<file path="config.mk">
export PLATFORM = sky130hd
export DESIGN_NAME = prog_loader
export DESIGN_NICKNAME = d
export VERILOG_FILES = /design/src/rtl/prog_loader_pkg.sv /design/src/rtl/prog_loader_mem.sv /design/src/rtl/prog_loader.sv
export SDC_FILE = /design/constraint.sdc
export NUM_CORES = 1
export LEC_CHECK = 0
export BUFFER_PORTS_ARGS = -buffer_cell sky130_fd_sc_hd__buf_2
export CORE_ASPECT_RATIO = 1.75
export CORE_MARGIN = 4
export CORE_UTILIZATION = 60
export CTS_BUF_LIST = sky130_fd_sc_hd__clkbuf_16
export DETAILED_ROUTE_END_ITERATION = 7
export GPL_TIMING_DRIVEN = 1
export PLACE_DENSITY = 0.77
export REMOVE_ABC_BUFFERS = 1
export SLEW_MARGIN = 20
export SYNTH_ARGS = -nofsm -noshare
export SYNTH_HDL_FRONTEND = slang
export SYNTH_SLANG_ARGS = --single-unit
</file>
<file path="constraint.sdc">
create_clock -name clk_i -period 4.5 [get_ports clk_i]
set_input_delay 0 -clock clk_i [delete_from_list [all_inputs] [get_ports clk_i]]
set_output_delay 0 -clock clk_i [all_outputs]
set_load 0.05 [all_outputs]
</file>
<file path="src/rtl/prog_loader_pkg.sv">
// Shared constants, state encoding and frame helpers for the program loader.
package prog_loader_pkg;

  localparam int ADDR_W = 5;
  localparam int DATA_W = 8;
  localparam int DEPTH  = 2 ** ADDR_W;

  typedef enum logic [2:0] {
    S_IDLE = 3'd0,
    S_HDR  = 3'd1,
    S_DATA = 3'd2,
    S_CHK  = 3'd3,
    S_RUN  = 3'd4,
    S_ERR  = 3'd5
  } state_t;

  // A header byte of zero stands for a full-memory image.
  function automatic logic [ADDR_W:0] frame_len(input logic [DATA_W-1:0] hdr);
    logic [ADDR_W:0] len;
    if (hdr == '0) len = (ADDR_W+1)'(DEPTH);
    else           len = hdr[ADDR_W:0];
    return len;
  endfunction

  function automatic logic hdr_too_long(input logic [DATA_W-1:0] hdr);
    return hdr > DATA_W'(DEPTH);
  endfunction

endpackage

</file>
<file path="src/rtl/prog_loader_mem.sv">
// Program memory: DEPTH x DATA_W, synchronous write, combinational read.
// A same-cycle write to the read address shows the old word until the edge.
module prog_mem
  import prog_loader_pkg::*;
(
  input  logic              clk_i,
  input  logic              we,
  input  logic [ADDR_W-1:0] waddr,
  input  logic [DATA_W-1:0] wdata,
  input  logic [ADDR_W-1:0] raddr,
  output logic [DATA_W-1:0] rdata
);

  logic [DATA_W-1:0] mem [DEPTH];

  always_ff @(posedge clk_i) begin
    if (we) mem[waddr] <= wdata;
  end

  assign rdata = mem[raddr];

endmodule

</file>
<file path="src/rtl/prog_loader.sv">
// Boot loader: receives a checksummed program frame, fills program memory,
// and holds the CPU in reset until a good image has been loaded.
module prog_loader
  import prog_loader_pkg::*;
(
  input  logic              clk_i,
  input  logic              reset,
  input  logic              load_req_i,
  input  logic [DATA_W-1:0] rx_data_i,
  input  logic              rx_valid_i,
  output logic              rx_ready_o,
  input  logic [ADDR_W-1:0] fetch_addr_i,
  output logic [DATA_W-1:0] fetch_data_o,
  output logic              cpu_rst_o,
  output logic              done_o,
  output logic              err_o
);

  localparam logic [ADDR_W:0] CNT_ONE = (ADDR_W+1)'(1);

  state_t            state, state_nxt;
  logic [ADDR_W:0]   cnt, cnt_nxt;
  logic [ADDR_W:0]   n_len, n_len_nxt;
  logic [DATA_W-1:0] sum, sum_nxt;
  logic              xfer;
  logic              we;

  assign rx_ready_o = (state == S_HDR) || (state == S_DATA) || (state == S_CHK);
  assign cpu_rst_o  = (state != S_RUN);
  assign done_o     = (state == S_RUN);
  assign err_o      = (state == S_ERR);
  assign xfer       = rx_valid_i && rx_ready_o;

  always_ff @(posedge clk_i or posedge reset) begin
    if (reset) begin
      state <= S_IDLE;
      cnt   <= '0;
      n_len <= '0;
      sum   <= '0;
    end else begin
      state <= state_nxt;
      cnt   <= cnt_nxt;
      n_len <= n_len_nxt;
      sum   <= sum_nxt;
    end
  end

  always_comb begin
    state_nxt = state;
    cnt_nxt   = cnt;
    n_len_nxt = n_len;
    sum_nxt   = sum;
    we        = 1'b0;
    case (state)
      S_IDLE, S_RUN, S_ERR: begin
        if (load_req_i) state_nxt = S_HDR;
      end
      S_HDR: begin
        if (xfer) begin
          if (hdr_too_long(rx_data_i)) begin
            state_nxt = S_ERR;
          end else begin
            n_len_nxt = frame_len(rx_data_i);
            cnt_nxt   = '0;
            sum_nxt   = rx_data_i;
            state_nxt = S_DATA;
          end
        end
      end
      S_DATA: begin
        if (xfer) begin
          we      = 1'b1;
          sum_nxt = sum + rx_data_i;
          cnt_nxt = cnt + CNT_ONE;
          if (cnt == n_len - CNT_ONE) state_nxt = S_CHK;
        end
      end
      S_CHK: begin
        if (xfer) state_nxt = (rx_data_i == sum) ? S_RUN : S_ERR;
      end
      default: state_nxt = S_IDLE;
    endcase
  end

  prog_mem u_mem (
    .clk_i (clk_i),
    .we    (we),
    .waddr (cnt[ADDR_W-1:0]),
    .wdata (rx_data_i),
    .raddr (fetch_addr_i),
    .rdata (fetch_data_o)
  );

endmodule

</file>
==> metrics.cfg <==
[sta]
tns_ns = 0
worst_clock_skew_ns = 0.0158
setup_viol = 0
transition_at_the_pin_with_the_smallest_max_transition_slack_ns = 0.928
post-route-worst-setup-slack_ns = 1.48
rsz0062_at_grt = false
period_minus_ws_final_ns = 3.02
maxClockFrequency_ghz = 0.331
hold_viol = 0
timing_max_transition_violations_final = 0
final_min_period_over_clock_period_pct = 67.1
slew_headroom_pct = 38.1

[route]
drt_drc_violations_left = 0
drt-initial-drc-count = 420
ant_nets = 0
m1WireLength_um = 8390
detailroute.wirelength.met2_um = 14500
routed_wl_um = 25000
route.vias.total = 5708
met3_wirelength_um = 1330
routed_wire_length_per_instance_um = 28.5
max_layer_used = met4
viasPerCell = 6.50
first_pass_iters = 5

[synthesis]
netlist.area_leader.share_pct = 67.2
post_synthesis_cell_type_count = 47
synth_async_sr_flop_share_pct = 8.24
syn_warnings = 0
postSynthAreaPerCell_um2 = 19.4
postSynthCellCount = 590
synth.cell_area_um2 = 11400
cell_type_with_the_largest_total_area_after_synthesis = edfxtp_1
synth_ff_type = edfxtp_1
top_area_cells_in_the_synthesized_netlist = edfxtp_1 (67%), mux4_2 (16%), dfrtp_1 (5.0%)
flops_latches_synth = 279
synth_enable_flop_cells = 256
synth.yosys.seq_area_share_pct = 72.2

[layout]
layout.nets = 653
multi_input_comb_area_um2 = 2970
sequential_cell_area_um2 = 8260
syn_to_final_growth_pct = 9.50
final_layout_size_suffix_gt1_share_pct = 25.4
final.fill_count = 1226

[global_routing]
initial_antenna_violation_count = 0
grt_pass1_wl_um = 38700
total_track_usage_pct = 24.5
global_route.overflow_total = 0
grt_max_degree = 39
first_global_vias = 6238

[clock_network]
post_cts.repair.setup_buffers = 0
htreeDepth = 1
clockBufferDepth = 3
cts.clk_slew.worst_paths_ns = 0.07
numClockSinks = 279
clockRootBuffer = clkbuf_16
clkLatencyLatePin_ns = 0.51
cts_made_buffers = 23
tritoncts = built

[hold_path]
min_path_type = primary input to register

[place]
detailedPlacementHpwl_um = 15900
placement.setup.worst_slack_ns = 1.58
place.port_buffers = 28
gp_congestion = 0.810

[flow_run]
cap_violations = 0

[power]
pwr_density_cell_nw_per_um2 = 454
leakage_nw = 4.08
peakVddDrop_mv = 0.438
design_power_total_w = 0.00569

[critical_path]
critical_path_data_arrival_time_ns = 3.16
worst_ep_required_time_ns = 4.64
worst_setup_path_start_kind = register
worstSetupPathType = register to register
timing.critical_path.fanout_max = 13
cp-end-kind = register

[die]
die_width_um = 112
floorplan.die_area_um2 = 21400
core_region_area_um2 = 18700
io-pin-count = 29
die_h_um = 191
start_util_pct = 61.3
rows = 66

[run_status]
outcome = finished, final reports clean

==> critical path, stage by stage, from the launching register on <==
cell     delay (ns)
dfrtp_1        0.47
nor2_1         0.16
and2_1         0.19
and2_0         0.53
nand2_1        0.53
nor2_1         0.77
==> worst paths after layout <==
check	from	slack [ns]	end	cells past startpoint
max	state[0]	1.48	u_mem.mem[23][3]	5
min	rx_data_i[5]	0.06	u_mem.mem[21][5]	2
max reg2reg	state[0]	1.48	u_mem.mem[23][3]	5
min reg2reg	sum[6]	0.52	sum[6]	1
max in group asynchronous	reset	3.69	sum[5]	3
min in group asynchronous	reset	0.23	state[1]	3
==> routing by layer <==
layer	vias to the layer above	track usage, %
met5	-	0
met4	0	7.73
met3	50	3.08
met2	237	46.3
met1	2981	28.9
li1	2440	-
==> metrics by stage <==
stage          instance area [µm²]  hold slack [ns]  util (%)  std cells
2_1_floorplan                11300          0.00192         -        562
3_3_place_gp                 11800            0.229      63.0        833
3_5_place_dp                 11800            0.249      63.0        833
4_1_cts                      12500           0.0519      67.1        877
5_1_grt                      12500           0.0698      67.1        877
6_report                     12500           0.0576      67.1        878
==> cell families (layout without fill, tap and decap cells) <==
kind of cell / after synthesis / after routing / share of synthesized area [%]
adders and majority gates: 13 / 13 / 1.49
and+or+nand+nor: 110 / 110 / 4.42
DFF: 279 / 279 / 72.2
muxes: 90 / 90 / 16.7
buffers and inverters: 42 / 91 / 1.83
xor gates and xnor gates: 15 / 15 / 1.15
other: 0 / 1 / 0
AOI/OAI and AO/OA: 41 / 41 / 2.21
==> synthesized netlist by cell type (all sizes together) (7+ instances only) <==
master    n
ha       12
nand2    28
xnor2    11
buf      20
nor2     47
mux4     80
dfrtp    23
a21oi     9
clkbuf    8
edfxtp  256
o21ai    17
nand3     7
inv      14
mux2      9
==> cell usage in the layout (no fill, tap or decap), types with 2 or more instances in the layout <==
master / n
or3b_2: 2
nor4_1: 3
nor2_1: 47
mux4_2: 80
o21ai_0: 15
dlygate4sd3_1: 3
a31oi_1: 2
clkbuf_16: 23
inv_1: 14
or3_1: 4
clkinv_2: 6
nor3_1: 2
nand4_1: 3
nor2b_1: 3
a21oi_1: 9
mux2_2: 9
xor2_1: 4
nand3b_1: 3
bufinv_16: 2
dfrtp_1: 23
xnor2_1: 11
ha_1: 12
or4_1: 3
a32oi_1: 2
nand3_1: 7
nand2_1: 28
clkinv_1: 5
buf_4: 6
buf_2: 27
edfxtp_1: 256
clkinvlp_4: 2
o31ai_1: 2
==> area by class of cell <==
cell class / count / area share (%)
sequential: 279 / 65.9
timing repair buffer: 36 / 1.68
clock buffer: 23 / 4.59
antenna: 1 / 0.0200
inverter: 14 / 0.419
multi-input combinational: 269 / 23.7
tap: 238 / 2.38
clock inverter: 18 / 1.26
==> registers in the layout, indices dropped and copies added, names as in the netlist <==
signal,cells
sum,8
u_mem.mem,256
cnt,6
n_len,6
state,3
==> power breakdown <==
part | total, W | switching [W] | leakage, nW | internal (W)
sequential | 0.00299 | 0.0000824 | 2.59 | 0.00290
combinational | 0.000752 | 0.000455 | 1.13 | 0.000298
clock | 0.00195 | 0.000891 | 0.359 | 0.00106
==> repair_timing <==
| item | in CTS | in global routing |
|---|---|---|
| resized for setup | 0 | 0 |
| hold buffers | 3 | 0 |
| hold endpoints to repair | 28 | 0 |
Power figures use the tool's default switching activity.
